`config.mk`:
```
export PLATFORM = sky130hd
export DESIGN_NAME = wb_ddr2_wbuf
export DESIGN_NICKNAME = d
export VERILOG_FILES = /design/src/rtl/wb_ddr2_wbuf_pkg.sv /design/src/rtl/wb_wbuf_fifo.sv /design/src/rtl/wb_ddr2_wbuf.sv
export SDC_FILE = /design/constraint.sdc
export NUM_CORES = 1
export LEC_CHECK = 0
export ABC_AREA = 1
export CAP_MARGIN = 20
export CORE_AREA = 2 2 209 211
export CTS_CLUSTER_SIZE = 30
export DETAILED_ROUTE_END_ITERATION = 10
export DIE_AREA = 0 0 211 213
export PLACE_DENSITY = 0.77
export SETUP_SLACK_MARGIN = 0.1
export SLEW_MARGIN = 15
export SYNTH_ARGS = -nofsm -noshare
export SYNTH_HDL_FRONTEND = slang
export SYNTH_SLANG_ARGS = --single-unit
```
`constraint.sdc`:
```
create_clock -name wb_clk_i -period 3.8 [get_ports wb_clk_i]
set_input_delay 0.76 -clock wb_clk_i [delete_from_list [all_inputs] [get_ports wb_clk_i]]
set_output_delay 0.76 -clock wb_clk_i [all_outputs]
set_load 0.03 [all_outputs]
```
`src/rtl/wb_ddr2_wbuf_pkg.sv`:
```
// Shared Wishbone encodings and write-buffer FSM types for the DDR2 posted-write buffer.
package wb_ddr2_wbuf_pkg;

  localparam logic [2:0] CTI_CLASSIC = 3'b000;
  localparam logic [2:0] CTI_CONST   = 3'b001;
  localparam logic [2:0] CTI_INC     = 3'b010;
  localparam logic [2:0] CTI_EOB     = 3'b111;
  localparam logic [1:0] BTE_LINEAR  = 2'b00;

  typedef enum logic [1:0] {
    ST_IDLE  = 2'd0,
    ST_FLUSH = 2'd1,
    ST_PASS  = 2'd2
  } wbuf_state_e;

  // A request may be posted only if it is a single-beat write.
  function automatic logic is_posted(input logic we, input logic [2:0] cti);
    return we && ((cti == CTI_CLASSIC) || (cti == CTI_EOB));
  endfunction

endpackage

```
`src/rtl/wb_wbuf_fifo.sv`:
```
// Synchronous FIFO holding posted {adr,dat,sel} entries; head is visible on o_rdata.
module wb_wbuf_fifo #(
  parameter int unsigned DEPTH = 8,
  parameter int unsigned W     = 68,
  parameter int unsigned LW    = $clog2(DEPTH) + 1
) (
  input  logic          i_clk,
  input  logic          i_rst_n,
  input  logic          i_push,
  input  logic          i_pop,
  input  logic [W-1:0]  i_wdata,
  output logic [W-1:0]  o_rdata,
  output logic          o_full,
  output logic          o_empty,
  output logic [LW-1:0] o_level
);

  localparam int unsigned PW = $clog2(DEPTH);

  logic [W-1:0]  r_mem [DEPTH];
  logic [PW-1:0] r_wr_ptr;
  logic [PW-1:0] r_rd_ptr;
  logic [LW-1:0] r_level;
  logic          w_push;
  logic          w_pop;

  assign o_full  = (r_level == LW'(DEPTH));
  assign o_empty = (r_level == '0);
  assign o_level = r_level;
  assign o_rdata = r_mem[r_rd_ptr];
  assign w_push  = i_push && !o_full;
  assign w_pop   = i_pop && !o_empty;

  always_ff @(posedge i_clk) begin
    if (w_push) r_mem[r_wr_ptr] <= i_wdata;
  end

  // Pointers wrap naturally because DEPTH is a power of two.
  always_ff @(posedge i_clk or negedge i_rst_n) begin
    if (!i_rst_n) begin
      r_wr_ptr <= '0;
      r_rd_ptr <= '0;
      r_level  <= '0;
    end else begin
      if (w_push) r_wr_ptr <= r_wr_ptr + PW'(1);
      if (w_pop)  r_rd_ptr <= r_rd_ptr + PW'(1);
      case ({w_push, w_pop})
        2'b10:   r_level <= r_level + LW'(1);
        2'b01:   r_level <= r_level - LW'(1);
        default: r_level <= r_level;
      endcase
    end
  end

endmodule

```
`src/rtl/wb_ddr2_wbuf.sv`:
```
// Posted-write buffer in front of the DDR2 Wishbone bridge: single-beat writes are
// acked early and drained in order; anything else flushes the buffer, then passes through.
module wb_ddr2_wbuf #(
  parameter int unsigned DEPTH = 8,
  parameter int unsigned AW    = 32,
  parameter int unsigned DW    = 32
) (
  input  logic                   wb_clk_i,
  input  logic                   wb_rst_n_i,
  input  logic [AW-1:0]          wbs_adr_i,
  input  logic [DW-1:0]          wbs_dat_i,
  input  logic [DW/8-1:0]        wbs_sel_i,
  input  logic                   wbs_we_i,
  input  logic                   wbs_cyc_i,
  input  logic                   wbs_stb_i,
  input  logic [2:0]             wbs_cti_i,
  input  logic [1:0]             wbs_bte_i,
  output logic [DW-1:0]          wbs_dat_o,
  output logic                   wbs_ack_o,
  output logic                   wbs_err_o,
  output logic [AW-1:0]          wbm_adr_o,
  output logic [DW-1:0]          wbm_dat_o,
  output logic [DW/8-1:0]        wbm_sel_o,
  output logic                   wbm_we_o,
  output logic                   wbm_cyc_o,
  output logic                   wbm_stb_o,
  output logic [2:0]             wbm_cti_o,
  output logic [1:0]             wbm_bte_o,
  input  logic [DW-1:0]          wbm_dat_i,
  input  logic                   wbm_ack_i,
  input  logic                   wbm_err_i,
  output logic [$clog2(DEPTH):0] level_o,
  output logic                   wr_err_o
);
  import wb_ddr2_wbuf_pkg::*;

  localparam int unsigned SW = DW / 8;
  localparam int unsigned LW = $clog2(DEPTH) + 1;
  localparam int unsigned EW = AW + DW + SW;

  logic [1:0]    r_rst_sync;
  logic          w_rst_n;
  wbuf_state_e   r_state;
  logic          r_ack;
  logic          r_dcyc;
  logic          r_wr_err;
  logic          w_req;
  logic          w_posted;
  logic          w_push;
  logic          w_pop;
  logic          w_more;
  logic          w_pass;
  logic          w_full;
  logic          w_empty;
  logic [LW-1:0] w_level;
  logic [EW-1:0] w_head;
  logic [AW-1:0] w_hadr;
  logic [DW-1:0] w_hdat;
  logic [SW-1:0] w_hsel;

  // Assert immediately, release two clocks after the external reset deasserts.
  always_ff @(posedge wb_clk_i or negedge wb_rst_n_i) begin
    if (!wb_rst_n_i) r_rst_sync <= 2'b00;
    else             r_rst_sync <= {r_rst_sync[0], 1'b1};
  end
  assign w_rst_n = r_rst_sync[1];

  assign w_req    = wbs_cyc_i && wbs_stb_i;
  assign w_posted = is_posted(wbs_we_i, wbs_cti_i);
  assign w_pass   = (r_state == ST_PASS);
  // r_ack blocks the still-asserted stb of the request being acked from a second push.
  assign w_push   = (r_state == ST_IDLE) && w_req && w_posted && !r_ack && !w_full;
  assign w_pop    = r_dcyc && (wbm_ack_i || wbm_err_i);
  assign w_more   = (w_level > LW'(1)) || w_push;
  assign {w_hadr, w_hdat, w_hsel} = w_head;

  wb_wbuf_fifo #(
    .DEPTH (DEPTH),
    .W     (EW),
    .LW    (LW)
  ) u_fifo (
    .i_clk   (wb_clk_i),
    .i_rst_n (w_rst_n),
    .i_push  (w_push),
    .i_pop   (w_pop),
    .i_wdata ({wbs_adr_i, wbs_dat_i, wbs_sel_i}),
    .o_rdata (w_head),
    .o_full  (w_full),
    .o_empty (w_empty),
    .o_level (w_level)
  );

  // Mode FSM plus the registered ack, drain-cycle and sticky error flags.
  always_ff @(posedge wb_clk_i or negedge w_rst_n) begin
    if (!w_rst_n) begin
      r_state  <= ST_IDLE;
      r_ack    <= 1'b0;
      r_dcyc   <= 1'b0;
      r_wr_err <= 1'b0;
    end else begin
      r_ack <= w_push;
      if (w_pop)         r_dcyc <= w_more;
      else if (!w_empty) r_dcyc <= 1'b1;
      if (w_pop && wbm_err_i) r_wr_err <= 1'b1;
      case (r_state)
        ST_IDLE:  if (w_req && !w_posted)   r_state <= ST_FLUSH;
        ST_FLUSH: if (w_empty && !r_dcyc)   r_state <= ST_PASS;
        ST_PASS:  if (!wbs_cyc_i)           r_state <= ST_IDLE;
        default:                            r_state <= ST_IDLE;
      endcase
    end
  end

  // Drain outputs are forced to zero between cycles so reset leaves the bus quiet.
  assign wbm_cyc_o = w_pass ? wbs_cyc_i : r_dcyc;
  assign wbm_stb_o = w_pass ? wbs_stb_i : r_dcyc;
  assign wbm_we_o  = w_pass ? wbs_we_i  : r_dcyc;
  assign wbm_adr_o = w_pass ? wbs_adr_i : (r_dcyc ? w_hadr : '0);
  assign wbm_dat_o = w_pass ? wbs_dat_i : (r_dcyc ? w_hdat : '0);
  assign wbm_sel_o = w_pass ? wbs_sel_i : (r_dcyc ? w_hsel : '0);
  assign wbm_cti_o = w_pass ? wbs_cti_i : (r_dcyc ? CTI_EOB : CTI_CLASSIC);
  assign wbm_bte_o = w_pass ? wbs_bte_i : BTE_LINEAR;

  assign wbs_ack_o = w_pass ? wbm_ack_i : r_ack;
  assign wbs_err_o = w_pass && wbm_err_i;
  assign wbs_dat_o = w_pass ? wbm_dat_i : '0;
  assign level_o   = w_level;
  assign wr_err_o  = r_wr_err;

endmodule

```
# Yosys cells after proc, flatten, opt, wreduce, memory -nomap -nowiden
# Memory sizes are Yosys's and may differ from the RTL's.
# Index checks and enable logic that the tools add are counted.
[word_totals]
register_bits = 17
output_inout_bits = 115
input_bits = 112
mem_count = 1
ramBits = 544
[mem_list]
columns = ["name", "words", "word_bits", "read_ports", "rd_clocked_by_memory_dff", "wr", "line", "source"]
rows = [
  ["u_fifo.r_mem", 8, 68, 1, 0, 1, "wb_wbuf_fifo.sv:20", "logic [W-1:0] r_mem [DEPTH];"],
]
[classes]
n_mux = 23
order_cmp = 1
n_reduce_logical = 26
n_addsub = 4
eq_ne = 10
[op_table]
columns = ["op", "count"]
rows = [
  ["32-bit 2-to-1 mux", 5],
  ["1-bit logical AND", 13],
  ["1-bit 2-to-1 mux", 8],
  ["2-bit 2-to-1 mux", 4],
  ["4-bit 2-to-1 mux", 2],
  ["4-bit one-hot mux with 2 select lines", 1],
  ["3-bit by 1-bit adder with 3-bit output, second input constant", 2],
  ["3-bit 2-to-1 mux", 2],
  ["2-bit one-hot mux with 3 select lines", 1],
  ["1-bit logical NOT", 5],
  ["4-bit by 1-bit adder with 4-bit output, second input constant", 1],
  ["2-bit by 1-bit equality test with 1-bit output, second input constant", 2],
  ["2-bit equality test, second input constant", 2],
  ["4-bit equality test, second input constant", 1],
  ["4-bit by 1-bit greater-than comparator with 1-bit output, second input constant", 1],
  ["4-bit logical NOT", 1],
  ["2-bit by 1-bit != test with 1-bit output, second input constant", 2],
  ["2-bit != test, second input constant", 2],
  ["4-bit by 1-bit subtractor with 4-bit output, second input constant", 1],
  ["3-bit equality test, second input constant", 1],
  ["3-bit logical NOT", 1],
  ["1-bit logical OR", 3],
  ["3-bit AND reduction", 1],
  ["2-bit logical NOT", 1],
  ["2-bit nonzero test", 1],
]

# Depth between registers and ports, before layout
[depth]
depth_word = 9
depth_mapped = 13

# By module
# A second synthesis with hierarchy kept.
[unflattened]
hier_cells = 2786
area_unflattened_um2 = 25587.0
[modules_own_cells]
columns = ["mod", "instances", "area_each_um2", "cells_per_inst"]
rows = [
  ["wb_wbuf_fifo", 1, 23956.7, 2431],
  ["wb_ddr2_wbuf", 1, 1630.3, 355],
]

# Least setup slack after synthesis
# Ideal clock, no wire load.
[synth_timing]
path_kind = "register to register"
from = "reg u_fifo.r_level[0] (netlist: u_fifo.o_level[0])"
to = "mem u_fifo.r_mem[7][0] (enable)"
path_stages_with_launch = 8
setup_time_ns = 0.578
required_ns = 3.222
path_slack_ns = -2.750
path_buffers = 0
arrival_ns = 5.972
synth_period_minus_slack_ns = 6.550
cell_sequence = "dfrtp_1 inv_1 ha_1 nand3_1 nand2_1 nor2_1 nand2_2 nor3_1"
[synth_via]
elab_chain_cells = 6
[synth_rtl]
columns = ["element", "line", "source"]
rows = [
  ["start: declaration", "wb_wbuf_fifo.sv:23", "logic [LW-1:0] r_level;"],
  ["start signal: assignment", "wb_wbuf_fifo.sv:48", "2'b10: r_level <= r_level + LW'(1);"],
  ["start signal: assignment", "wb_wbuf_fifo.sv:49", "2'b01: r_level <= r_level - LW'(1);"],
  ["start signal: assignment", "wb_wbuf_fifo.sv:50", "default: r_level <= r_level;"],
  ["4-bit equality test (*)", "wb_wbuf_fifo.sv:27", "assign o_full = (r_level == LW'(DEPTH));"],
  ["1-bit logical NOT (*)", "wb_wbuf_fifo.sv:31, wb_ddr2_wbuf.sv:72", ""],
  ["1-bit logical AND", "wb_ddr2_wbuf.sv:72", "assign w_push = (r_state == ST_IDLE) && w_req && w_posted && !r_ack && !w_full;"],
  ["1-bit logical AND (*)", "wb_wbuf_fifo.sv:31", "assign w_push = i_push && !o_full;"],
  ["1-bit 2-to-1 mux (*)", "wb_wbuf_fifo.sv:35", "if (w_push) r_mem[r_wr_ptr] <= i_wdata;"],
  ["1-bit 2-to-1 mux (not written as such) (*)", "wb_wbuf_fifo.sv:35", ""],
  ["end: declaration", "wb_wbuf_fifo.sv:20", ""],
]
# Mark *: on every way between the ends. The rest lies on a longest branch, timed or not.

# Worst setup path in the final report
[layout_timing]
from = "reg u_fifo.r_rd_ptr[0]"
to = "out wbm_dat_o[6]"
[layout_via]
elab_chain_cells = 3
[layout_rtl]
columns = ["element", "line", "source"]
rows = [
  ["start: declaration", "wb_wbuf_fifo.sv:22", "logic [PW-1:0] r_rd_ptr;"],
  ["start signal: assignment", "wb_wbuf_fifo.sv:46", "if (w_pop) r_rd_ptr <= r_rd_ptr + PW'(1);"],
  ["memory 8 x 68 bit", "--", ""],
  ["32-bit 2-to-1 mux (2 in a row)", "wb_ddr2_wbuf.sv:119", "assign wbm_dat_o = w_pass ? wbs_dat_i : (r_dcyc ? w_hdat : '0);"],
  ["end: declaration", "wb_ddr2_wbuf.sv:22", "output logic [DW-1:0] wbm_dat_o,"],
]
# Every way passes these cells.

==> out/qor.yml <==
area_growth_syn_to_layout_pct: 20.9
h-tree-depth: 2
worst_pin_slew_ps: 742
grt_max_degree: 125
grtUsageTotal: 0.245
core_area_um2: 42700
start_util: 0.544
fin_crit_sh: 0.942
rsz0062_at_grt: "yes"
synth-adder-area-share: 0.00323
cp-startpoint: "u_fifo.r_rd_ptr[0]"
synth-seq-cells: 561
finalPower_w: 0.0211
hold_buffers: 0
avgSynthCellArea_um2: 11.1
routedWlPerCell_um: 19.1
synth.area.mux_share: 0
status: "complete, no violations"
wl_met1_um: 22700
num_antenna_cells: 0
cp.arrival_ps: 2820
top_layer_used: "met5"
holdWs_ps: 280
cp-start-kind: "flip-flop"
vias_per_cell: 5.60
cp-end-kind: "output port"
cts_tree: "built"
first_iter_violations: 1666
slowest_delay_ps: 670
finalWeightedCongestion: 0.871
met2_length_um: 27100
num_vias: 16200
synth_top_family_by_area: "simple AND/OR/NAND/NOR gates"
dieArea_um2: 44900
p_leak_nw: 10.4
ir_drop_mv: 0.546
root_buffer: "clkbuf_16"
reg2reg_from: "u_fifo.o_level[0]"
cts_buffers: 54
die_y_um: 213
antenna_found_initial: 3
cp_cell_sequence: "inv_6 > buf_16 > nand2_1 > nand2_1 > nand2_1 > nand3_1 > nand3_1 > nand2_1 > clkdlybuf4s50_1"
grt_pass1_wl_um: 85000
overflow: 0
p_per_area_nw_per_um2: 753
max_freq_ghz: 0.279
num_rows: 76
yosys_warnings: 0
ff2ff_setup_slack_ps: 980
drc: 0
clk_latency_ps: 570
wirelength_um: 55100
dpl.hpwl_um: 30300
crit_required_ps: 3040
synthCells: 2088
ioPinCount: 227
hold_viol: 0
clk_pin_slew_ps: 60
die_w_um: 211
synth_xor_area_frac: 0.00188
synth_cell_types: 27
final.min_clock_period_ps: 3580
synth-seq-area-share: 0.721
worstSetupPathType: "flip-flop to output port"
yosys.area_share.simple: 0.193
hold_class: "flip-flop to async pin"
nets: 2411
portBuffers: 226
drive_above_1_share: 0.0770
reg2regPathDepth: 10
drv_slew: 0
dr_wl_met3_um: 4310
syn_area_um2: 23200
clk_path_buf_depth: 3
fill_cells: 3040
setup_tns_ps: 0
synthesis.nets: 2206
synth-compound-area-share: 0.0469
ant_nets: 0
drt_first_pass_iters: 5
grt_pass1_vias: 15900
slew_headroom: 0.504
r2r-end: "u_fifo.r_mem[0][59]"
clock_sinks: 561
critPathSlowestCell: "clkdlybuf4s50_1"
cp_max_fo: 84
drv_cap: 0
clock_skew_ps: 10.5
cpMostUsedCell: "nand2_1"
final-setup-viol-count: 0
## flip-flops by register name, summed over array words and instances, names as in the netlist
name / cells
r_state: 2
u_fifo.r_wr_ptr: 3
r_ack: 1
u_fifo.r_rd_ptr: 3
r_dcyc: 1
u_fifo.o_level: 4
r_rst_sync: 2
wr_err_o: 1
u_fifo.r_mem: 544
## worst max-delay path by stage
stage,cells past startpoint,endpoint
3_3_place_gp,10,u_fifo.r_mem[0][55]
5_1_grt,9,wbm_adr_o[15]
2_1_floorplan,7,u_fifo.r_mem[1][0]
4_1_cts,8,wbm_dat_o[22]
3_5_place_dp,10,u_fifo.r_mem[0][54]
6_report,9,wbm_dat_o[6]
## layout by cell type, fill, tap and decap left out, drive strengths merged, types with 5 or more instances in the layout
| cell type | count |
|---|---|
| buf | 81 |
| clkbuf | 67 |
| clkdlybuf4s50 | 172 |
| clkinv | 27 |
| dfrtp | 17 |
| dlymetal6s2s | 19 |
| edfxtp | 544 |
| ha | 6 |
| inv | 58 |
| nand2 | 444 |
| nand3 | 208 |
| nor2 | 460 |
| nor3 | 5 |
| o21ai | 210 |
## power breakdown
group	internal (W)	switching, W	leakage, nW	total (W)
registers	0.00688	0.000130	5.08	0.00701
clock network	0.00283	0.00217	0.818	0.00500
logic	0.00320	0.00594	4.55	0.00914
## logic make-up (layout without fill, tap and decap cells)
kind of cell             count (synthesis)  count (layout)
AND/OR/NAND/NOR                       1119            1119
flip-flops                             561             561
AO/OA/AOI/OAI                          216             216
buffers and inverters                  180             429
adder cells (fa/ha/maj)                  6               6
XOR/XNOR                                 5               5
other                                    1               1
## area by class of cell
| class | count | area, µm² | share of cell area |
|---|---|---|---|
| clock buffer | 67 | 1440 | 0.0513 |
| timing repair buffer | 272 | 2980 | 0.106 |
| inverter | 57 | 223 | 0.00793 |
| clock inverter | 33 | 220 | 0.00784 |
| sequential | 561 | 16800 | 0.597 |
| tap | 546 | 683 | 0.0243 |
| multi-input combinational | 1347 | 5780 | 0.206 |
## routing by layer
metal  vias to the layer above  global-route usage
li1                       7571                   -
met1                      7708               0.332
met2                       787               0.415
met3                        84              0.0399
met4                         6              0.0629
met5                         -                   0
## cell usage after synthesis
library cell,number,area (µm²)
buf_1,10,37.5
inv_1,51,191
o21ai_0,196,981
xor2_1,3,26.3
nor2_1,458,1720
o21bai_1,1,7.51
o22ai_1,3,18.8
ha_1,6,75.1
conb_1,1,3.75
o31ai_1,1,7.51
nor2_2,2,12.5
clkinv_1,2,7.51
nand2_2,1,6.26
o21ai_1,14,70.1
buf_2,59,295
xnor2_1,2,17.5
nor3_1,5,25.0
edfxtp_1,544,16300
nand4_1,2,12.5
a21oi_1,1,5.00
buf_6,2,22.5
nand3_1,208,1040
nand2_1,443,1660
dfrtp_1,17,425
buf_4,7,52.6
clkbuf_1,45,169
inv_2,4,15.0
## worst max-delay path, delay by kind of cell, from the launching register on
family        cells  cell delay, ps
buf+inv           3            1100
flops             1             590
simple gates      6             500
## through the flow
| stage | area [µm²] | utilization | setup WS, ps | instances |
|---|---|---|---|---|
| final | 28100 | 0.658 | 219 | 2883 |
| after global routing | 28100 | 0.658 | 78.5 | 2883 |
| after CTS | 28000 | 0.656 | 96.4 | 2880 |
| after detailed placement | 26300 | 0.617 | 427 | 2779 |
| after global placement | 26300 | 0.617 | 465 | 2779 |
| after floorplan | 23300 | - | -689 | 2088 |
## repair_timing
action	4_1_cts	5_1_grt
gates resized for setup	1	23
setup buffers	1	3
pin swaps	0	0
endpoints found under the setup margin	25	50
Power figures use the tool's default switching activity.
